`src/rtl/i2c_pkg.sv`:
```
// Shared I2C definitions: target FSM states, ACK/NACK bus levels and field widths.
package i2c_pkg;

  localparam int ADDR_W = 7;   // device address width
  localparam int PTR_W  = 16;  // register pointer width
  localparam int DATA_W = 8;   // data byte width

  localparam logic I2C_ACK  = 1'b0;
  localparam logic I2C_NACK = 1'b1;

  typedef enum logic [3:0] {
    IDLE,
    DEV_ADDR,
    DEV_ACK,
    PTR_HI,
    ACK_HI,
    PTR_LO,
    ACK_LO,
    WR_DATA,
    WR_ACK,
    RD_DATA,
    RD_ACK,
    WAIT_STOP
  } state_t;

endpackage

```
`src/rtl/i2c_line_sync.sv`:
```
// SCL/SDA synchronizers plus registered SCL edge and START/STOP strobes.
// The sda output is aligned with the strobes, so it is the SDA level at the
// moment an SCL edge is reported.
module i2c_line_sync #(
  parameter int SYNC_STAGES = 2
) (
  input  logic clock,
  input  logic reset_n,
  input  logic scl_in,
  input  logic sda_in,
  output logic sda,
  output logic scl_rise,
  output logic scl_fall,
  output logic start,
  output logic stop
);

  logic [SYNC_STAGES-1:0] scl_sync_reg;
  logic [SYNC_STAGES-1:0] sda_sync_reg;
  logic                   scl_prev_reg;
  logic                   sda_prev_reg;
  logic                   scl_s;
  logic                   sda_s;
  logic                   scl_rise_reg;
  logic                   scl_fall_reg;
  logic                   start_reg;
  logic                   stop_reg;

  assign scl_s = scl_sync_reg[SYNC_STAGES-1];
  assign sda_s = sda_sync_reg[SYNC_STAGES-1];

  // Synchronizer chains (idle bus is high) and registered edge/condition strobes.
  always_ff @(posedge clock or negedge reset_n) begin
    if (!reset_n) begin
      scl_sync_reg <= '1;
      sda_sync_reg <= '1;
      scl_prev_reg <= 1'b1;
      sda_prev_reg <= 1'b1;
      scl_rise_reg <= 1'b0;
      scl_fall_reg <= 1'b0;
      start_reg    <= 1'b0;
      stop_reg     <= 1'b0;
    end else begin
      scl_sync_reg <= {scl_sync_reg[SYNC_STAGES-2:0], scl_in};
      sda_sync_reg <= {sda_sync_reg[SYNC_STAGES-2:0], sda_in};
      scl_prev_reg <= scl_s;
      sda_prev_reg <= sda_s;
      scl_rise_reg <= scl_s & ~scl_prev_reg;
      scl_fall_reg <= ~scl_s & scl_prev_reg;
      start_reg    <= scl_s & scl_prev_reg & sda_prev_reg & ~sda_s;
      stop_reg     <= scl_s & scl_prev_reg & ~sda_prev_reg & sda_s;
    end
  end

  assign sda      = sda_prev_reg;
  assign scl_rise = scl_rise_reg;
  assign scl_fall = scl_fall_reg;
  assign start    = start_reg;
  assign stop     = stop_reg;

endmodule

```
`src/rtl/i2c_target.sv`:
```
// I2C target: 7-bit address, 16-bit auto-incrementing register pointer,
// 8-bit data, exposed as single-cycle register read/write strobes.
module i2c_target
  import i2c_pkg::*;
#(
  parameter logic [ADDR_W-1:0] SLAVE_ADDRESS = 7'h29,
  parameter int                SYNC_STAGES   = 2
) (
  input  logic              clock,
  input  logic              reset_n,
  input  logic              SCL_in,
  input  logic              SDA_in,
  output logic              SDA_out,
  output logic              SDA_t,
  output logic [PTR_W-1:0]  reg_addr,
  output logic [DATA_W-1:0] reg_wdata,
  output logic              reg_wr,
  output logic              reg_rd,
  input  logic [DATA_W-1:0] reg_rdata,
  output logic              busy,
  output logic              error_out
);

  logic sda, scl_rise, scl_fall, start, stop;

  i2c_line_sync #(.SYNC_STAGES(SYNC_STAGES)) u_line_sync (
    .clock    (clock),
    .reset_n  (reset_n),
    .scl_in   (SCL_in),
    .sda_in   (SDA_in),
    .sda      (sda),
    .scl_rise (scl_rise),
    .scl_fall (scl_fall),
    .start    (start),
    .stop     (stop)
  );

  state_t            state_reg, state_next;
  logic [3:0]        cnt_reg, cnt_next;
  logic              high_reg, high_next;   // a bit was sampled and SCL has not fallen yet
  logic [DATA_W-1:0] rx_reg, rx_next;
  logic [DATA_W-1:0] tx_reg, tx_next;
  logic [PTR_W-1:0]  ptr_reg, ptr_next;
  logic [DATA_W-1:0] wdata_reg, wdata_next;
  logic              rw_reg, rw_next;
  logic              wr_reg, wr_next;
  logic              rd_reg, rd_next;
  logic              sda_t_reg, sda_t_next;
  logic              busy_reg, busy_next;
  logic              err_reg, err_next;
  logic [DATA_W-1:0] rx_byte;
  logic              receiving;

  assign rx_byte   = {rx_reg[DATA_W-2:0], sda};
  assign receiving = (state_reg == DEV_ADDR) || (state_reg == PTR_HI) ||
                     (state_reg == PTR_LO)   || (state_reg == WR_DATA);

  // State and datapath registers; reset releases SDA immediately.
  always_ff @(posedge clock or negedge reset_n) begin
    if (!reset_n) begin
      state_reg <= IDLE;
      cnt_reg   <= '0;
      high_reg  <= 1'b0;
      rx_reg    <= '0;
      tx_reg    <= '0;
      ptr_reg   <= '0;
      wdata_reg <= '0;
      rw_reg    <= 1'b0;
      wr_reg    <= 1'b0;
      rd_reg    <= 1'b0;
      sda_t_reg <= 1'b1;
      busy_reg  <= 1'b0;
      err_reg   <= 1'b0;
    end else begin
      state_reg <= state_next;
      cnt_reg   <= cnt_next;
      high_reg  <= high_next;
      rx_reg    <= rx_next;
      tx_reg    <= tx_next;
      ptr_reg   <= ptr_next;
      wdata_reg <= wdata_next;
      rw_reg    <= rw_next;
      wr_reg    <= wr_next;
      rd_reg    <= rd_next;
      sda_t_reg <= sda_t_next;
      busy_reg  <= busy_next;
      err_reg   <= err_next;
    end
  end

  // Next-state and strobe logic; START/STOP outrank any SCL edge in the same cycle.
  always_comb begin
    state_next = state_reg;
    cnt_next   = cnt_reg;
    high_next  = high_reg;
    rx_next    = rx_reg;
    tx_next    = tx_reg;
    ptr_next   = ptr_reg;
    wdata_next = wdata_reg;
    rw_next    = rw_reg;
    wr_next    = 1'b0;
    rd_next    = 1'b0;
    sda_t_next = sda_t_reg;
    busy_next  = busy_reg;
    err_next   = 1'b0;

    // Read data arrives one cycle after the request; pointer advances after a write.
    if (rd_reg) tx_next = reg_rdata;
    if (wr_reg) ptr_next = ptr_reg + 16'd1;

    if (start || stop) begin
      // The bit sampled on the SCL rise just before a START/STOP is not a real bit.
      if (receiving && (cnt_reg > {3'b000, high_reg})) err_next = 1'b1;
      cnt_next = '0;
      if (start) begin
        state_next = DEV_ADDR;
        busy_next  = 1'b1;
      end else begin
        state_next = IDLE;
        busy_next  = 1'b0;
      end
    end else if (scl_rise) begin
      high_next = 1'b1;
      case (state_reg)
        DEV_ADDR, PTR_HI, PTR_LO, WR_DATA: begin
          rx_next  = rx_byte;
          cnt_next = cnt_reg + 4'd1;
          if (cnt_reg == 4'd7) begin
            cnt_next = '0;
            case (state_reg)
              DEV_ADDR: begin
                if (rx_byte[DATA_W-1:1] == SLAVE_ADDRESS) begin
                  rw_next    = rx_byte[0];
                  rd_next    = rx_byte[0];   // prefetch the first read byte
                  state_next = DEV_ACK;
                end else begin
                  state_next = WAIT_STOP;
                end
              end
              PTR_HI: begin
                ptr_next[15:8] = rx_byte;
                state_next     = ACK_HI;
              end
              PTR_LO: begin
                ptr_next[7:0] = rx_byte;
                state_next    = ACK_LO;
              end
              default: begin
                wr_next    = 1'b1;
                wdata_next = rx_byte;
                state_next = WR_ACK;
              end
            endcase
          end
        end
        DEV_ACK: state_next = rw_reg ? RD_DATA : PTR_HI;
        ACK_HI:  state_next = PTR_LO;
        ACK_LO:  state_next = WR_DATA;
        WR_ACK:  state_next = WR_DATA;
        RD_DATA: begin
          cnt_next = cnt_reg + 4'd1;
          if (cnt_reg == 4'd7) begin
            cnt_next   = '0;
            state_next = RD_ACK;
          end
        end
        RD_ACK: begin
          ptr_next = ptr_reg + 16'd1;
          if (sda == I2C_ACK) begin
            rd_next    = 1'b1;
            state_next = RD_DATA;
          end else begin
            state_next = WAIT_STOP;
          end
        end
        default: ;
      endcase
    end else if (scl_fall) begin
      high_next = 1'b0;
      case (state_reg)
        DEV_ACK, ACK_HI, ACK_LO, WR_ACK: sda_t_next = I2C_ACK;
        RD_DATA: begin
          sda_t_next = tx_reg[DATA_W-1];
          tx_next    = {tx_reg[DATA_W-2:0], 1'b0};
        end
        default: sda_t_next = 1'b1;
      endcase
    end
  end

  assign SDA_out   = 1'b0;
  assign SDA_t     = sda_t_reg;
  assign reg_addr  = ptr_reg;
  assign reg_wdata = wdata_reg;
  assign reg_wr    = wr_reg;
  assign reg_rd    = rd_reg;
  assign busy      = busy_reg;
  assign error_out = err_reg;

endmodule
```
`config.mk`:
```
export PLATFORM = sky130hd
export DESIGN_NAME = i2c_target
export DESIGN_NICKNAME = d
export VERILOG_FILES = /design/src/rtl/i2c_pkg.sv /design/src/rtl/i2c_line_sync.sv /design/src/rtl/i2c_target.sv
export SDC_FILE = /design/constraint.sdc
export NUM_CORES = 1
export LEC_CHECK = 0
export ABC_AREA = 1
export ABC_CLOCK_PERIOD_IN_PS = 2100
export BUFFER_PORTS_ARGS = -buffer_cell sky130_fd_sc_hd__buf_2
export CAP_MARGIN = 15
export CORE_MARGIN = 5
export CORE_UTILIZATION = 40
export DETAILED_ROUTE_END_ITERATION = 10
export SLEW_MARGIN = 40
export SYNTH_ARGS = -nofsm -noshare
export SYNTH_HDL_FRONTEND = slang
export SYNTH_SLANG_ARGS = --single-unit
```
`constraint.sdc`:
```
create_clock -name clock -period 2.1 [get_ports clock]
set_input_delay 0.42 -clock clock [delete_from_list [all_inputs] [get_ports clock]]
set_output_delay 0.42 -clock clock [all_outputs]
set_load 0.01 [all_outputs]
```
==> results.toml <==
[power_and_ir_drop]
leakagePower_nw = 2.199
p_per_area_nw_per_um2 = 855.5
power.switching_mw = 1.376
p_clk_share_pct = 24.6
total_power_mw = 3.603
ir_drop_mv = 0.4516
power.share.combinational_pct = 30.2
p_int_mw = 2.227
power_switching_share_pct = 38.20
seqPwrFrac_pct = 45.1

[sta]
period_share_pct = 86.75
hold_slack_ns = 0.08964
fin_tns_setup_ns = 0
worstMarginPinSlew_ns = 0.5102
slew_viol_final = 0
setup_violations = 0
hold_viol = 0
skew_ns = 0.01643
min_period_ns = 1.822
slew-limit-headroom_pct = 65.95
fmax_mhz = 548.9
rsz0062_at_grt = "false"
setup_ws_ns = 0.2782

[routing]
via_count = 3467
first_iter_violations = 163
avgRoutedWirePerCell_um = 14.07
drtAntennaViolNets = 0
dr.pass1.iters = 5
route.detailed.drc = 0
vias_per_cell = 5.129
wl_um = 9512

[synth]
yosysTopAreaCell = "dfrtp_1"
synthDominantCellAreaShare_pct = 38.38
synthesis.nets = 530
yosysUniqueCellTypes = 40
ys.flop_type = "dfrtp_1"
synth_edf_count = 0
synth_common_cells = "nand2_1, inv_1, dfrtp_1"
netlist_area_um2 = 3716
synth_most_common_cell = "nand2_1"
yosys_warnings = 0
synth_seq_area_share_pct = 43.33
synth_seq_cells = 64
synthTopCellsByArea = "dfrtp_1, nand2_1, nand3_1"
synthCells = 515
avgSynthCellArea_um2 = 7.216
synthArstFlopShare_pct = 100.0

[setup_path]
cp_top_family = "simple AND/OR/NAND/NOR gates"
crit_top_cell = "nand2_1"
crit_buf_inv = 3
path_cells = "ha_1 -> nand2_1 -> nor2_2 -> inv_1 -> nor2_4 -> inv_1 -> o21ai_0 -> inv_1 -> nand2_1 -> nand2_1 -> nand2_1 -> nand2_1"
slowest_stage = "dfrtp_1"
crit_required_ns = 2.34
crit_arrival_ns = 2.06
slowest_delay_ns = 0.37
start_kind = "flop"
path_class = "flop to flop"
cp-end-kind = "flop"
worstPathMaxFanout = 11

[final_layout]
fillers = 916
drive_above_1_share_pct = 17.35
largest_reg_flops = 16
seqCellArea_um2 = 1610
postLayoutCellArea_um2 = 4212
antenna_cells = 0
area_delta_synth_final_pct = 13.33
layout.cells.non_filler = 676
multi_input_area_um2 = 1795
final_util_pct = 46.02
nets = 576

[global_route]
grt_antenna_before_repair = 0
grt_pass1_wl_um = 16390
gr-total-overflow = 0
grt_max_degree = 65
grt_pass1_vias = 3423
grt_use_total_pct = 18.06

[clock_tree]
clk_path_buf_depth = 2
cts_tree = "done"
cts_made_buffers = 9
clock_latency_ns = 0.34
htreeDepth = 3
clk_pin_slew_worst_paths_ns = 0.08
numClockSinks = 64
cts-root-buf = "clkbuf_8"

[die]
fp-row-count = 35
die_area_um2 = 11320
die_height_um = 106.4
io-pin-count = 42
chipWidth_um = 106.4
initial_utilization_pct = 40.60
core-area_um2 = 9153

[flow_run]
cap_violations = 0

[placement]
pre_cts_slack_ns = 0.1909
dpl.cell_count = 661
dp_hpwl_um = 6912
routabilityCongestion = 0.9388
port_buffers = 40
placed_cell_area_um2 = 4055

[hold_path]
worstHoldPathType = "input port to async pin"

[run_status]
status = "complete, no violations"
per-layer routing:
metal	track usage (%)	wire, µm
met1	25.52	4624
met2	26.24	4101
met3	4.432	565
met4	7.678	221
met5	0	0
final cells by class:
class	count	area share (%)
Multi-Input combinational cell	373	42.63
Sequential cell	64	38.24
Timing Repair Buffer	47	6.298
Inverter	66	5.882
Tap cell	111	3.298
Clock buffer	11	3.119
Clock inverter	4	0.5348
power by group through the flow:
stage	Sequential (mW)	Clock (mW)	Combinational, mW
after global routing	1.65	0.976	1.27
after global placement	1.64	0	1.06
after CTS	1.62	0.922	1.09
after detailed placement	1.64	0	1.09
final	1.63	0.887	1.09
after floorplan	1.61	0	0.780
cells in the final DEF (no fill, tap or decap), types with 2 or more instances in the layout:
master	n
a21oi_1	8
a31oi_1	2
buf_2	40
buf_4	6
clkbuf_1	2
clkbuf_8	9
clkinv_2	3
dfrtp_1	57
dfstp_2	7
ha_1	3
inv_1	58
inv_2	8
nand2_1	178
nand2_2	2
nand3_1	46
nand4_1	6
nor2_1	35
nor2_2	2
nor2_4	7
nor3_1	5
o211ai_1	3
o21ai_0	41
o21ai_1	3
o21ai_2	8
o21bai_1	3
o221ai_1	2
or2_2	2
xor2_1	5
worst reg2reg max path: stages, from the launching register on:
cell and delay, ns:
dfrtp_1 0.37, ha_1 0.18, nand2_1 0.08, nor2_2 0.15, inv_1 0.16, nor2_4 0.17
inv_1 0.17, o21ai_0 0.19, inv_1 0.06, nand2_1 0.06, nand2_1 0.05, nand2_1 0.05
nand2_1 0.04
worst paths after layout:
| check | from | endpoint | slack (ns) | cells past startpoint |
|---|---|---|---|---|
| worst min register to register | u_line_sync.sda_sync_reg[0]$_DFF_PN1_ | u_line_sync.sda_sync_reg[1]$_DFF_PN1_ | 0.36 | 0 |
| worst max register to register | cnt_reg[0]$_DFFE_PN0P_ | reg_addr[4]$_DFF_PN0_ | 0.28 | 12 |
| worst max-delay path | cnt_reg[0]$_DFFE_PN0P_ | reg_addr[4]$_DFF_PN0_ | 0.28 | 12 |
| worst min-delay path | reset_n | tx_reg[1]$_DFF_PN0_ | 0.09 | 2 |
| min in group clock | SCL_in | u_line_sync.scl_sync_reg[0]$_DFF_PN1_ | 0.18 | 1 |
| max in group asynchronous | reset_n | u_line_sync.sda_sync_reg[1]$_DFF_PN1_ | 1.69 | 2 |
what timing repair did:
action                                  in CTS  in global routing
hold buffers                                 0                  0
setup buffers                                0                  0
gates resized for setup                      0                  1
endpoints found under the setup margin       0                  2
logic make-up (layout without fill, tap and decap cells):
logic type               Yosys count  count (layout)  synth area share [%]
adder cells (fa/ha/maj)            3               3                 1.010
XOR/XNOR                           6               6                 1.414
flip-flops                        64              64                 43.33
AND/OR/NAND/NOR                  285             285                 33.06
other                              1               1                0.1009
buffers and inverters             78             128                 8.417
AO/OA/AOI/OAI                     77              77                 12.39
multiplexers                       1               1                0.2694
(Power assumes the default switching activity.)
